### config.mk
export PLATFORM = sky130hd
export DESIGN_NAME = hazard_ctrl_flat
export DESIGN_NICKNAME = d
export VERILOG_FILES = /design/src/rtl/hazard_pkg.sv /design/src/rtl/hazard_ctrl_if.sv /design/src/rtl/hazard_perf_cnt.sv /design/src/rtl/hazard_ctrl.sv /design/src/flat_wrapper.sv
export SDC_FILE = /design/constraint.sdc
export NUM_CORES = 1
export LEC_CHECK = 0
export ABC_AREA = 1
export BUFFER_PORTS_ARGS = -buffer_cell sky130_fd_sc_hd__buf_2
export CORE_UTILIZATION = 34
export CTS_CLUSTER_SIZE = 14
export DETAILED_ROUTE_END_ITERATION = 8
export PLACE_DENSITY_LB_ADDON = 0.25
export SLEW_MARGIN = 20
export SYNTH_ARGS = -nofsm -noshare
export SYNTH_HDL_FRONTEND = slang
export SYNTH_SLANG_ARGS = --single-unit
### constraint.sdc
create_clock -name clk_i -period 1.25 [get_ports clk_i]
set_clock_uncertainty 0.15 [all_clocks]
set_input_delay 0.0625 -clock clk_i [delete_from_list [all_inputs] [get_ports clk_i]]
set_output_delay 0.0625 -clock clk_i [all_outputs]
set_load 0.005 [all_outputs]
### src/rtl/hazard_pkg.sv
// Shared types and constants for the load-use hazard / control-flow controller.
package hazard_pkg;

  typedef enum logic {
    IDLE = 1'b0,
    HOLD = 1'b1
  } state_t;

  localparam int          REG_ADDR_W_DEF = 5;
  localparam int unsigned REG_ADDR_ZERO  = 0;
  localparam int          PERF_W         = 32;

  // Width of the stall down-counter for a given stall length.
  function automatic int cnt_width(input int load_stall);
    return $clog2(load_stall + 1);
  endfunction

endpackage

### src/rtl/hazard_ctrl_if.sv
// ID/EX hazard bundle between the pipeline (master) and the hazard controller (slave).
// All signals are plain levels sampled every cycle; there is no valid/ready handshake.
interface hazard_ctrl_if
  import hazard_pkg::*;
#(
  parameter int REG_ADDR_W = REG_ADDR_W_DEF
);

  logic [REG_ADDR_W-1:0] rs1_i;
  logic [REG_ADDR_W-1:0] rs2_i;
  logic                  rs1_use_i;
  logic                  rs2_use_i;
  logic [REG_ADDR_W-1:0] rrd_i;
  logic                  mem_rd_i;
  logic                  branch_taken_i;

  logic                  mux_o;
  logic                  IFID_write_o;
  logic                  pc_write_o;
  logic                  IFID_flush_o;
  logic [PERF_W-1:0]     perf_stall_o;
  logic [PERF_W-1:0]     perf_flush_o;
  state_t                state_dbg_o;

  modport slave (
    input  rs1_i, rs2_i, rs1_use_i, rs2_use_i, rrd_i, mem_rd_i, branch_taken_i,
    output mux_o, IFID_write_o, pc_write_o, IFID_flush_o,
    output perf_stall_o, perf_flush_o, state_dbg_o
  );

  modport master (
    output rs1_i, rs2_i, rs1_use_i, rs2_use_i, rrd_i, mem_rd_i, branch_taken_i,
    input  mux_o, IFID_write_o, pc_write_o, IFID_flush_o,
    input  perf_stall_o, perf_flush_o, state_dbg_o
  );

endinterface

### src/rtl/hazard_perf_cnt.sv
// 32-bit saturating event counter with enable and synchronous active-low clear.
module hazard_perf_cnt
  import hazard_pkg::*;
(
  input  logic              clk_i,
  input  logic              rst_n_i,
  input  logic              en_i,
  output logic [PERF_W-1:0] cnt_o
);

  logic [PERF_W-1:0] cnt_q;
  logic [PERF_W-1:0] cnt_d;

  // Sticks at all-ones instead of wrapping back to zero.
  always_comb begin
    cnt_d = cnt_q;
    if (en_i && (cnt_q != '1)) begin
      cnt_d = cnt_q + PERF_W'(1);
    end
  end

  always_ff @(posedge clk_i) begin
    if (!rst_n_i) begin
      cnt_q <= '0;
    end else begin
      cnt_q <= cnt_d;
    end
  end

  assign cnt_o = cnt_q;

endmodule

### src/rtl/hazard_ctrl.sv
// Load-use hazard and branch-flush controller for the 5-stage pipeline.
// Optional perf counters are built only when HAZARD_PERF_EN is defined.
module hazard_ctrl
  import hazard_pkg::*;
#(
  parameter int REG_ADDR_W = REG_ADDR_W_DEF,
  parameter int LOAD_STALL = 1
) (
  input  logic          clk_i,
  input  logic          rst_n_i,
  hazard_ctrl_if.slave  hz
);

  localparam int CNT_W = cnt_width(LOAD_STALL);

  state_t           state_q;
  logic [CNT_W-1:0] cnt_q;

  logic rs1_hit;
  logic rs2_hit;
  logic hit;
  logic stall;
  logic flush;

  // x0 is never written, so a load targeting it cannot create a dependency.
  assign rs1_hit = hz.rs1_use_i && (hz.rs1_i == hz.rrd_i);
  assign rs2_hit = hz.rs2_use_i && (hz.rs2_i == hz.rrd_i);
  assign hit     = hz.mem_rd_i
                && (hz.rrd_i != REG_ADDR_W'(REG_ADDR_ZERO))
                && (rs1_hit || rs2_hit);

  // Gating with rst_n_i releases a stall in the same cycle reset is applied.
  assign stall = rst_n_i && (((state_q == IDLE) && hit) || (state_q == HOLD));
  assign flush = rst_n_i && hz.branch_taken_i && !stall;

  always_ff @(posedge clk_i) begin
    if (!rst_n_i) begin
      state_q <= IDLE;
      cnt_q   <= '0;
    end else begin
      case (state_q)
        IDLE: begin
          if (hit && (LOAD_STALL > 1)) begin
            state_q <= HOLD;
            cnt_q   <= CNT_W'(LOAD_STALL - 1);
          end
        end
        HOLD: begin
          // EX carries the bubble we inserted, so its inputs are not looked at here.
          cnt_q <= cnt_q - CNT_W'(1);
          if (cnt_q == CNT_W'(1)) begin
            state_q <= IDLE;
          end
        end
        default: begin
          state_q <= IDLE;
          cnt_q   <= '0;
        end
      endcase
    end
  end

  assign hz.mux_o        = stall;
  assign hz.IFID_write_o = !stall;
  assign hz.pc_write_o   = !stall;
  assign hz.IFID_flush_o = flush;
  assign hz.state_dbg_o  = state_q;

`ifdef HAZARD_PERF_EN
  hazard_perf_cnt u_perf_stall (
    .clk_i   (clk_i),
    .rst_n_i (rst_n_i),
    .en_i    (stall),
    .cnt_o   (hz.perf_stall_o)
  );

  hazard_perf_cnt u_perf_flush (
    .clk_i   (clk_i),
    .rst_n_i (rst_n_i),
    .en_i    (flush),
    .cnt_o   (hz.perf_flush_o)
  );
`else
  assign hz.perf_stall_o = '0;
  assign hz.perf_flush_o = '0;
`endif

endmodule

### src/flat_wrapper.sv
// flat-port wrapper written by rule: the top's interface ports become plain ports
module hazard_ctrl_flat import hazard_pkg::*;
#(
  parameter int REG_ADDR_W = REG_ADDR_W_DEF,
  parameter int LOAD_STALL = 1
)
  (clk_i, rst_n_i, hz_rs1_i, hz_rs2_i, hz_rs1_use_i, hz_rs2_use_i, hz_rrd_i, hz_mem_rd_i, hz_branch_taken_i, hz_mux_o, hz_IFID_write_o, hz_pc_write_o, hz_IFID_flush_o, hz_perf_stall_o, hz_perf_flush_o, hz_state_dbg_o);
  hazard_ctrl_if #(.REG_ADDR_W(REG_ADDR_W)) hz_i ();
  input  logic clk_i;
  input  logic rst_n_i;
  input wire logic [$bits(hz_i.rs1_i)-1:0] hz_rs1_i;
  input wire logic [$bits(hz_i.rs2_i)-1:0] hz_rs2_i;
  input wire logic [$bits(hz_i.rs1_use_i)-1:0] hz_rs1_use_i;
  input wire logic [$bits(hz_i.rs2_use_i)-1:0] hz_rs2_use_i;
  input wire logic [$bits(hz_i.rrd_i)-1:0] hz_rrd_i;
  input wire logic [$bits(hz_i.mem_rd_i)-1:0] hz_mem_rd_i;
  input wire logic [$bits(hz_i.branch_taken_i)-1:0] hz_branch_taken_i;
  output wire logic [$bits(hz_i.mux_o)-1:0] hz_mux_o;
  output wire logic [$bits(hz_i.IFID_write_o)-1:0] hz_IFID_write_o;
  output wire logic [$bits(hz_i.pc_write_o)-1:0] hz_pc_write_o;
  output wire logic [$bits(hz_i.IFID_flush_o)-1:0] hz_IFID_flush_o;
  output wire logic [$bits(hz_i.perf_stall_o)-1:0] hz_perf_stall_o;
  output wire logic [$bits(hz_i.perf_flush_o)-1:0] hz_perf_flush_o;
  output wire logic [$bits(hz_i.state_dbg_o)-1:0] hz_state_dbg_o;
  assign hz_i.rs1_i = hz_rs1_i;
  assign hz_i.rs2_i = hz_rs2_i;
  assign hz_i.rs1_use_i = hz_rs1_use_i;
  assign hz_i.rs2_use_i = hz_rs2_use_i;
  assign hz_i.rrd_i = hz_rrd_i;
  assign hz_i.mem_rd_i = hz_mem_rd_i;
  assign hz_i.branch_taken_i = hz_branch_taken_i;
  assign hz_mux_o = hz_i.mux_o;
  assign hz_IFID_write_o = hz_i.IFID_write_o;
  assign hz_pc_write_o = hz_i.pc_write_o;
  assign hz_IFID_flush_o = hz_i.IFID_flush_o;
  assign hz_perf_stall_o = hz_i.perf_stall_o;
  assign hz_perf_flush_o = hz_i.perf_flush_o;
  assign hz_state_dbg_o = hz_i.state_dbg_o;
  hazard_ctrl #(.REG_ADDR_W(REG_ADDR_W), .LOAD_STALL(LOAD_STALL)) u_core (.clk_i(clk_i), .rst_n_i(rst_n_i), .hz(hz_i));
endmodule
## Yosys cells after proc, flatten, opt, wreduce, memory -nomap -nowiden

Index checks and enable logic that the tools add are counted.
Widths: inputs -> output; s select.

- $add $sub $neg: 1
- $mul: 0
- Div/mod/pow operators: 0
- Order comparisons: 0
- Eq/ne operators: 2
- Shifts and indexed selects: 0
- Muxes and demuxes: 1
- Bitwise logic cells: 1
- Reduce and logical (&&, ||, !) cells: 13

Operators with widths:

| operator | number |
|---|---|
| $eq 5x5->1 | 2 |
| $logic_and 1x1->1 | 8 |
| $reduce_bool 5->1 | 1 |
| $logic_or 1x1->1 | 2 |
| $reduce_and 2->1 | 1 |
| $logic_not 1->1 | 1 |
| $mux 1 | 1 |
| $not 1->1 | 1 |
| $sub 1x1->1 const B | 1 |

- Register bits after elaboration: 2
- Bits in latches: 0
- Bits in writable memories: 0
- Bits in read-only memories: 0
- Input bits: 21
- Output and inout port bits: 69
- Memories: 0

## Logic depth before layout (Yosys ltp)

Gate-level depths: netlist (run 1).

- Word-level depth: 9
- Depth in mapped cells: 10

## Worst setup path before layout (run 1)

OpenSTA, ideal clock, no wires.

- Kind: register to register
- Start: reg u_core.state_q (netlist: u_core.hz.state_dbg_o)
- End: reg u_core.cnt_q
- Setup time: 70 ps
- Arrival time: 787 ps
- Required time: 1030 ps
- Setup slack: 243 ps
- Stages on the path, launching flop included: 4
- Buffers on the path: 0
- Period minus slack after synthesis: 1007 ps
- Path through: dfxtp_1 inv_1 or2_2 a21oi_1

RTL lines:

| what | line | text |
|---|---|---|
| start: declaration | hazard_ctrl.sv:16 | `state_t state_q;` |
| start signal: assignment | hazard_ctrl.sv:38 | `state_q <= IDLE;` |
| start signal: assignment | hazard_ctrl.sv:44 | `state_q <= HOLD;` |
| start signal: assignment | hazard_ctrl.sv:52 | `state_q <= IDLE;` |
| end signal: assignment | hazard_ctrl.sv:45 | `cnt_q <= CNT_W'(LOAD_STALL - 1);` |
| end signal: assignment | hazard_ctrl.sv:50 | `cnt_q <= cnt_q - CNT_W'(1);` |
| end: declaration | hazard_ctrl.sv:17 | `logic [CNT_W-1:0] cnt_q;` |

## Worst setup path in the final report (run 1)

- Start: reg u_core.state_q (netlist: u_core.hz.state_dbg_o)
- End: out hz_IFID_flush_o

- Longest elaborated chain between the ends: 6

RTL lines:

| what | line | text |
|---|---|---|
| $not 1->1 | hazard_ctrl.sv:33 | `assign stall = rst_n_i && (((state_q == IDLE) && hit) \|\| (state_q == HOLD));` |
| $logic_and 1x1->1 | hazard_ctrl.sv:33 |  |
| $logic_or 1x1->1 * | hazard_ctrl.sv:33 |  |
| $logic_and 1x1->1 * | hazard_ctrl.sv:33 |  |
| $logic_not 1->1 * | hazard_ctrl.sv:34 | `assign flush = rst_n_i && hz.branch_taken_i && !stall;` |
| $logic_and 1x1->1 * | hazard_ctrl.sv:34 |  |
| end: declaration | flat_wrapper.sv:21 | `output wire logic [$bits(hz_i.IFID_flush_o)-1:0] hz_IFID_flush_o;` |

Every way passes the cells marked *; elsewhere a longest branch is shown, timed or not.

==> results of run 1 <==
[area by class of cell]
| class | count | area, um^2 | area share |
|---|---|---|---|
| clock buffer | 3 | 22.5 | 0.0302 |
| inverter | 16 | 60.1 | 0.0804 |
| multi-input combinational | 115 | 452 | 0.605 |
| sequential | 2 | 40.0 | 0.0536 |
| tap | 28 | 35.0 | 0.0469 |
| timing repair buffer | 26 | 138 | 0.184 |
[Yosys cell counts]
cell type / count
sky130_fd_sc_hd__conb_1: 1
sky130_fd_sc_hd__inv_1: 15
sky130_fd_sc_hd__inv_2: 1
sky130_fd_sc_hd__nand3_1: 2
sky130_fd_sc_hd__nand2_1: 32
sky130_fd_sc_hd__dfxtp_1: 2
sky130_fd_sc_hd__buf_4: 65
sky130_fd_sc_hd__o21ai_0: 1
sky130_fd_sc_hd__nand4_1: 1
sky130_fd_sc_hd__nand2_2: 2
sky130_fd_sc_hd__or2_2: 1
sky130_fd_sc_hd__a21oi_1: 1
sky130_fd_sc_hd__a21oi_2: 1
sky130_fd_sc_hd__nor2_1: 10
[worst max-delay path, stage by stage (launching register included)]
cell and delay [ns]:
sky130_fd_sc_hd__dfxtp_1 0.29, sky130_fd_sc_hd__inv_1 0.12, sky130_fd_sc_hd__nand2_2 0.07, sky130_fd_sc_hd__nor2_1 0.08, sky130_fd_sc_hd__buf_2 0.12
[cells by family after synthesis]
| group | share of synthesized area |
|---|---|
| buffers and inverters | 0.682 |
| other | 0.00467 |
| and+or+nand+nor | 0.240 |
| DFF | 0.0498 |
| AOI/OAI and AO/OA | 0.0234 |
[routing by layer]
layer	up-vias	global-route usage	routed length (um)
met5	-	0	0
met4	0	0.0602	15
met3	2	0.0273	160
met2	48	0.149	525
met1	257	0.0712	400
li1	321	-	-
[what timing repair did]
action / 4_1_cts / 5_1_grt
hold buffers: 1 / 0
endpoints found under the hold margin: 2 / 0
gates resized for setup: 0 / 3
buffers inserted: 0 / 0
setup endpoints to repair: 0 / 2
[through the flow]
stage / utilization / hold WS [ns]
6_report: 0.338 / 0.161
5_1_grt: 0.338 / 0.202
4_1_cts: 0.337 / 0.275
3_5_place_dp: 0.322 / 0.223
3_3_place_gp: 0.322 / 0.204
2_1_floorplan: - / 0.0323
[placed cells by master (no fill, tap or decap)]
master,netlist,final
sky130_fd_sc_hd__a21oi_1,1,1
sky130_fd_sc_hd__a21oi_2,1,1
sky130_fd_sc_hd__buf_2,0,25
sky130_fd_sc_hd__clkbuf_4,0,3
sky130_fd_sc_hd__conb_1,1,64
sky130_fd_sc_hd__dfxtp_1,2,2
sky130_fd_sc_hd__dlymetal6s4s_1,0,1
sky130_fd_sc_hd__inv_1,15,14
sky130_fd_sc_hd__inv_2,1,2
sky130_fd_sc_hd__nand2_1,32,32
sky130_fd_sc_hd__nand2_2,2,2
sky130_fd_sc_hd__nand3_1,2,2
sky130_fd_sc_hd__nand4_1,1,1
sky130_fd_sc_hd__nor2_1,10,10
sky130_fd_sc_hd__o21ai_1,0,1
sky130_fd_sc_hd__or2_2,1,1
[state kept, by name, summed over array words and instances (netlist names)]
name and count:
u_core.cnt_q 1, u_core.hz.state_dbg_o 1
[worst max path at each step]
| stage | start | endpoint | slack [ns] | cells after the start |
|---|---|---|---|---|
| finish | u_core.hz.state_dbg_o | hz_IFID_flush_o | 0.14 | 4 |
| global route | hz_rrd_i[3] | hz_IFID_flush_o | 0.04 | 9 |
| CTS | rst_n_i | hz_mux_o | 0.05 | 5 |
| detailed placement | hz_rrd_i[3] | hz_IFID_flush_o | 0.1 | 9 |
| global placement | hz_rrd_i[3] | hz_IFID_flush_o | 0.13 | 9 |
| floorplan | u_core.hz.state_dbg_o | u_core.cnt_q | 0.24 | 3 |
[where the power goes]
group          internal, uW  total [uW]  leakage, uW     switching [uW]
registers              64.3        64.3    0.0000161  0.000000000000474
logic                  48.4         146     0.000524               97.4
clock network           106         143    0.0000138               37.1
==> impl_summary.txt, run 1 <==
----------------------------------------------------
[Status]
  Outcome ... finished clean

[CTS]
  Maximum clock path buffer count ... 2
  Register clock-pin slew on the reported worst setup and hold paths ... 0.03 ns
  H-tree depth ... 1
  Total CTS buffers ... 3
  Clock tree from TritonCTS ... yes
  Number of clock sinks ... 2
  Clock tree root driver cell ... sky130_fd_sc_hd__clkbuf_4
  Clock latency on the worst-skew pair ... about 0.23 ns

[Min path]
  Cells on Worst Hold Path ... 4
  Kind of path behind the tightest hold check ... input pin to flip-flop
  Hold Crit Endpoint ... u_core.hz.state_dbg_o
  Worst Hold Launch ... rst_n_i

[Timing]
  Hold violation count in the final report ... 0
  Share of the clock period used by the worst path after layout ... 0.886
  Highest clock frequency the design can meet ... ~900 MHz
  Fin. max-slew vios ... 0
  Post-layout min period ... 1.11 ns
  Setup WS post-layout ... roughly 0.14 ns
  Final-layout setup total negative slack ... 0 ns
  RSZ-0062 raised after global routing ... no
  Final count of negative-setup-slack endpoints ... 0

[Global route]
  Via count of the first global-routing pass ... about 500
  Initial antenna violation count ... 0
  First-pass GRT wire length ... 1630 um
  Final global-route overflow total ... 0
  Largest net degree at the start of global routing ... 5
  Global routing usage summed across all routing layers ... 0.0806

[Logic synthesis]
  Top-area cell type share of the netlist area ... 0.607
  Portion of the post-synthesis area used by sequential elements ... 0.0498
  Post-Syn Area ... 803 um^2
  Synthesized flop and latch total ... 2
  Unique masters post-synth ... 14
  Gate Count Post-Synth ... 135
  Warning count from the yosys run ... 0
  Synth Area per Inst ... 5.95 um^2
  Largest cells by area after synthesis ... sky130_fd_sc_hd__buf_4, sky130_fd_sc_hd__nand2_1, sky130_fd_sc_hd__inv_1
  Library cell with the largest summed area after synthesis ... sky130_fd_sc_hd__buf_4

[Critical path]
  Worst Path Max Fanout ... 4
  Setup CP Type ... flip-flop to output port
  Worst EP arrival ... 0.90 ns
  Crit end category ... output port
  Critical Path Source Type ... flip-flop
  Capture instance of the worst register-to-register path ... u_core.cnt_q
  CP Data Required Time ... between 1 and 1.5 ns
  Startpoint of the worst register-to-register path ... u_core.hz.state_dbg_o
  Count of cells along the worst register-to-register path ... 3
  Worst R2R Setup Slack ... 0.22 ns

[Placement]
  Weighted congestion at the end of routability-driven global placement ... 0.730
  Count of input and output buffers ... 25
  Placed Area ... between 700 and 800 um^2
  Placement Setup Slack ... 0.0976 ns
  Placed instance count ... about 190
  Detailed Place HPWL ... around 1000 um

[Layout]
  Share of final-layout standard cells stronger than drive strength 1 ... 0.210
  Antenna diodes ... 0
  Final standard cell count with taps included and fillers excluded ... between 150 and 200
  Final nets ... approximately 190
  Total of fill cells in the finished design ... 258
  Layout Area Growth over Synthesis ... -7.01%
  Layout Cell Area excl Fill ... between 700 and 800 um^2

[Routing]
  Number of vias in the routed layout ... approximately 630
  Residual DRC ... 0
  First drt pass iteration count ... 2
  Overall routed net length ... ~1100 um
  Vias per inst ... 3.31
  Detailed-route wire length per cell ... just under 6 um
  Number of nets still failing antenna checks after routing ... 0
  Initial DRC count ... 8

[Power and ir drop]
  Areal power density over the cells ... 473 nW/um^2
  Total Power ... 353 uW
  Worst ir drop on vdd ... about 220 uV
  Pleak ... 0.000554 uW

[Die]
  Initial Utilization ... 0.363
  Number of placed I/O pins ... 90
  Die extent in x ... 50.6 um
  Vertical die dimension ... 50.6 um
  Number of standard-cell rows in the floorplan ... 17
  Standard cell core area ... about 2200 um^2
  Area of the die ... 2560 um^2

[Run]
  Max-cap viol count ... 0

----------------------------------------------------
Note: power is estimated with default switching activity, not from simulation.
==> inputs of run 2 (changes only) <==
--- a/config.mk
+++ b/config.mk
@@ -5,9 +5,8 @@
 export SDC_FILE = /design/constraint.sdc
 export NUM_CORES = 1
 export LEC_CHECK = 0
-export ABC_AREA = 1
 export BUFFER_PORTS_ARGS = -buffer_cell sky130_fd_sc_hd__buf_2
-export CORE_UTILIZATION = 34
+export CORE_UTILIZATION = 29
 export CTS_CLUSTER_SIZE = 14
 export DETAILED_ROUTE_END_ITERATION = 8
 export PLACE_DENSITY_LB_ADDON = 0.25
==> constraint.sdc (replaced) <==
create_clock -name clk_i -period 0.9 [get_ports clk_i]
set_clock_uncertainty 0.15 [all_clocks]
set_input_delay 0.045 -clock clk_i [delete_from_list [all_inputs] [get_ports clk_i]]
set_output_delay 0.045 -clock clk_i [all_outputs]
set_load 0.005 [all_outputs]
==> run 2 against run 1 <==
- the run now ends with setup timing left
- cell area up 0.67%
- sequential cell count unchanged
- sequential power up 34%
- sequential share of layout area up 0.46 points
- cell count is 18% lower
- count of clock-buffer cells in the layout unchanged
- wire length is 8.3% lower
- via count shrank 21%
- clock power grew 38%
- synthesized area fell by 11%
- largest cell class unchanged
==> impl_summary.txt, run 2 <==
----------------------------------------------------
[Status]
  Outcome ... finished with violations (was finished clean)
  Violations in the final reports ... setup timing

[Die]
  Standard cell core area ... 2280 um^2 (was 2210 um^2)
  Area of the die ... 2680 um^2 (was 2560 um^2)
  Die extent in x ... 51.8 um (was 50.6 um)
  Number of standard-cell rows in the floorplan ... 17 (unchanged)
  Vertical die dimension ... 51.8 um (was 50.6 um)
  Number of placed I/O pins ... 90 (unchanged)
  Initial Utilization ... 0.316 (was 0.363)

[Layout]
  Share of final-layout standard cells stronger than drive strength 1 ... 0.320 (was 0.210)
  Antenna diodes ... 0 (unchanged)
  Most common cell after layout, fill and taps aside ... sky130_fd_sc_hd__conb_1 (unchanged)
  Layout Area Growth over Synthesis ... 4.70% (was -7.01%)
  Commonest non-fill, non-tap cells in the layout ... sky130_fd_sc_hd__conb_1, sky130_fd_sc_hd__buf_2, sky130_fd_sc_hd__xnor2_1 (was sky130_fd_sc_hd__conb_1, sky130_fd_sc_hd__nand2_1, sky130_fd_sc_hd__buf_2)
  Total of fill cells in the finished design ... 253 (was 258)
  Final nets ... 151 (was 185)
  Final core utilization ... 0.330 (was 0.338)

[Global route]
  Most utilized layer in the global route result ... met2 (unchanged)
  Final global-route overflow total ... 0 (unchanged)
  Fraction of met1 tracks used by global routing ... 0.0662 (was 0.0712)
  Met2 demand-to-capacity share in global routing ... 0.110 (was 0.149)
  First-pass GRT wire length ... 1210 um (was 1630 um)
  Initial antenna violation count ... 0 (unchanged)
  Global routing usage summed across all routing layers ... 0.0633 (was 0.0806)
  Met3 track demand over resource ... 0.0175 (was 0.0273)
  Via count of the first global-routing pass ... 322 (was 502)
  Largest net degree at the start of global routing ... 6 (was 5)

[Critical path]
  Worst Path Max Fanout ... 3 (was 4)
  Critical Path Source Type ... input pin (was flip-flop)
  CP Data Required Time ... 0.70 ns (was 1.04 ns)
  Setup CP Type ... input pin to output port (was flip-flop to output port)
  Worst path max stage delay ... 0.52 ns (was 0.29 ns)
  Crit path cell chain ... buf_6 > or4_4 > o21a_4 > a31o_1 > buf_2 (was inv_1 > nand2_2 > nor2_1 > buf_2)
  Category of cells accounting for the largest share of critical-path delay ... simple AND/OR/NAND/NOR gates (was flip-flops)
  Worst EP arrival ... 1.21 ns (was 0.90 ns)
  Number of buffer and inverter instances along the worst setup path ... 2 (unchanged)
  Start point of the critical path ... hz_rrd_i[2] (was u_core.hz.state_dbg_o)
  Startpoint of the worst register-to-register path ... u_core.hz.state_dbg_o (unchanged)
  Crit end category ... output port (unchanged)
  Critical Path Slowest Stage Cell ... sky130_fd_sc_hd__or4_4 (was sky130_fd_sc_hd__dfxtp_1)

[Logic synthesis]
  Portion of the post-synthesis area used by sequential elements ... 0.0557 (was 0.0498)
  Post-Syn Area ... 718 um^2 (was 803 um^2)
  Gate Count Post-Synth ... 94 (was 135)
  Number of enable-type register cells in the synthesized netlist ... 0 (unchanged)
  Synth Flop Type ... sky130_fd_sc_hd__dfxtp_1 (unchanged)
  Async set-reset flop share out of synthesis ... 0 (unchanged)
  Unique masters post-synth ... 16 (was 14)
  List of most frequent post-synthesis cells ... sky130_fd_sc_hd__buf_4, sky130_fd_sc_hd__xnor2_1, sky130_fd_sc_hd__nand2_1 (was sky130_fd_sc_hd__buf_4, sky130_fd_sc_hd__nand2_1, sky130_fd_sc_hd__inv_1)
  Top-area cell type share of the netlist area ... 0.679 (was 0.607)
  Dominant cell by count in the synthesized netlist ... sky130_fd_sc_hd__buf_4 (unchanged)
  Warning count from the yosys run ... 0 (unchanged)
  Library cell with the largest summed area after synthesis ... sky130_fd_sc_hd__buf_4 (unchanged)
  Synth Area per Inst ... 7.64 um^2 (was 5.95 um^2)
  Synthesized flop and latch total ... 2 (unchanged)
  Largest cells by area after synthesis ... sky130_fd_sc_hd__buf_4, sky130_fd_sc_hd__xnor2_1, sky130_fd_sc_hd__dfxtp_1 (was sky130_fd_sc_hd__buf_4, sky130_fd_sc_hd__nand2_1, sky130_fd_sc_hd__inv_1)

[Power and ir drop]
  Areal power density over the cells ... 672 nW/um^2 (was 473 nW/um^2)
  Pleak ... 0.000449 uW (was 0.000554 uW)
  Worst ir drop on vdd ... 558 uV (was 219 uV)

[Routing]
  Overall routed net length ... 1010 um (was 1100 um)
  Number of vias in the routed layout ... 497 (was 628)
  Residual DRC ... 0 (unchanged)
  First drt pass iteration count ... 1 (was 2)
  Vias per inst ... 3.19 (was 3.31)
  Detailed-route wire length per cell ... 6.47 um (was 5.80 um)
  Initial DRC count ... 0 (was 8)
  Number of nets still failing antenna checks after routing ... 0 (unchanged)

[Run]
  Max-cap viol count ... 0 (unchanged)

[Min path]
  Kind of path behind the tightest hold check ... input pin to flip-flop (unchanged)
  Worst Hold Launch ... rst_n_i (unchanged)

[CTS]
  Post-CTS setup repair buffer count ... 0 (unchanged)
  H-tree depth ... 1 (unchanged)
  Register clock-pin slew on the reported worst setup and hold paths ... 0.03 ns (about the same)
  Clock latency on the worst-skew pair ... 0.22 ns (was 0.23 ns)
  Maximum clock path buffer count ... 2 (unchanged)
  Number of clock sinks ... 2 (unchanged)
  Clock tree from TritonCTS ... yes (unchanged)
  Clock tree root driver cell ... sky130_fd_sc_hd__clkbuf_4 (unchanged)
  Total CTS buffers ... 3 (unchanged)

[Timing]
  Post-layout min period ... 1.41 ns
  Share of the clock period used by the worst path after layout ... 1.56
  Setup WS post-layout ... -0.506 ns (was 0.142 ns)
  Highest clock frequency the design can meet ... 711 MHz
  Fin. max-slew vios ... 0 (unchanged)
  Final count of negative-setup-slack endpoints ... 4 (was 0)
  RSZ-0062 raised after global routing ... yes (was no)
  Hold violation count in the final report ... 0 (unchanged)

[Placement]
  Weighted congestion at the end of routability-driven global placement ... 0.666 (was 0.730)
  Count of input and output buffers ... 25 (unchanged)
  Placement Setup Slack ... -0.562 ns (was 0.0976 ns)
  Detailed Place HPWL ... 912 um (was 984 um)

----------------------------------------------------
## run 2: cell type report
class / count / area [um^2] / share of cell area
multi-input cells: 89 / 447 / 0.594
well taps: 28 / 35.0 / 0.0466
repair buffers: 33 / 200 / 0.266
clock buffers: 3 / 22.5 / 0.0300
inverters: 1 / 3.75 / 0.00499
flip-flops and latches: 2 / 43.8 / 0.0582
## run 2: worst register-to-register path: stages (launching register included)
cell and delay, ns:
sky130_fd_sc_hd__dfxtp_4 0.34, sky130_fd_sc_hd__xor2_1 0.14, sky130_fd_sc_hd__and2_1 0.15
## run 2: worst paths after layout
path | end | slack (ns) | cells past startpoint
max reg2reg | u_core.cnt_q | 0.01 | 2
max | hz_mux_o | -0.51 | 5
min reg2reg | u_core.hz.state_dbg_o | 0.27 | 1
min | u_core.hz.state_dbg_o | 0.05 | 4
## run 2: report_power, final
part,total [uW],switching [uW],internal (uW)
clock,198,51.0,147
sequential,86.3,0,86.3
combinational,220,123,97.4
total,505,174,331
## run 2: per-stage QoR
step	cells	hold WS [ns]	area [um^2]	power [uW]	setup TNS, ns
2_1_floorplan	157	0.0167	961	408	-1.15
3_3_place_gp	152	0.177	686	289	-2.06
3_5_place_dp	152	0.186	686	290	-2.12
4_1_cts	156	0.0462	726	509	-2.16
5_1_grt	156	0.0826	752	552	-2.05
6_report	156	0.0478	752	505	-1.94
## run 2: logic make-up (layout without fill, tap and decap cells)
group,Yosys count,count (layout),share of synthesized area
AND/OR/NAND/NOR,9,9,0.0627
buffers and inverters,66,37,0.685
XOR/XNOR,11,11,0.134
AO/OA/AOI/OAI,5,5,0.0575
other,1,64,0.00522
flip-flops,2,2,0.0558
## run 2: repair_timing
item	CTS	global route
endpoints found under the setup margin	6	5
hold buffers	1	0
pin swaps	5	3
gates resized for setup	2	6
hold endpoints to repair	1	0
## run 2: per-layer routing
layer  vias up  wire length, um
met2        59              480
met4         0                0
li1        237                -
met5         -                0
met1       201              371
met3         0              158
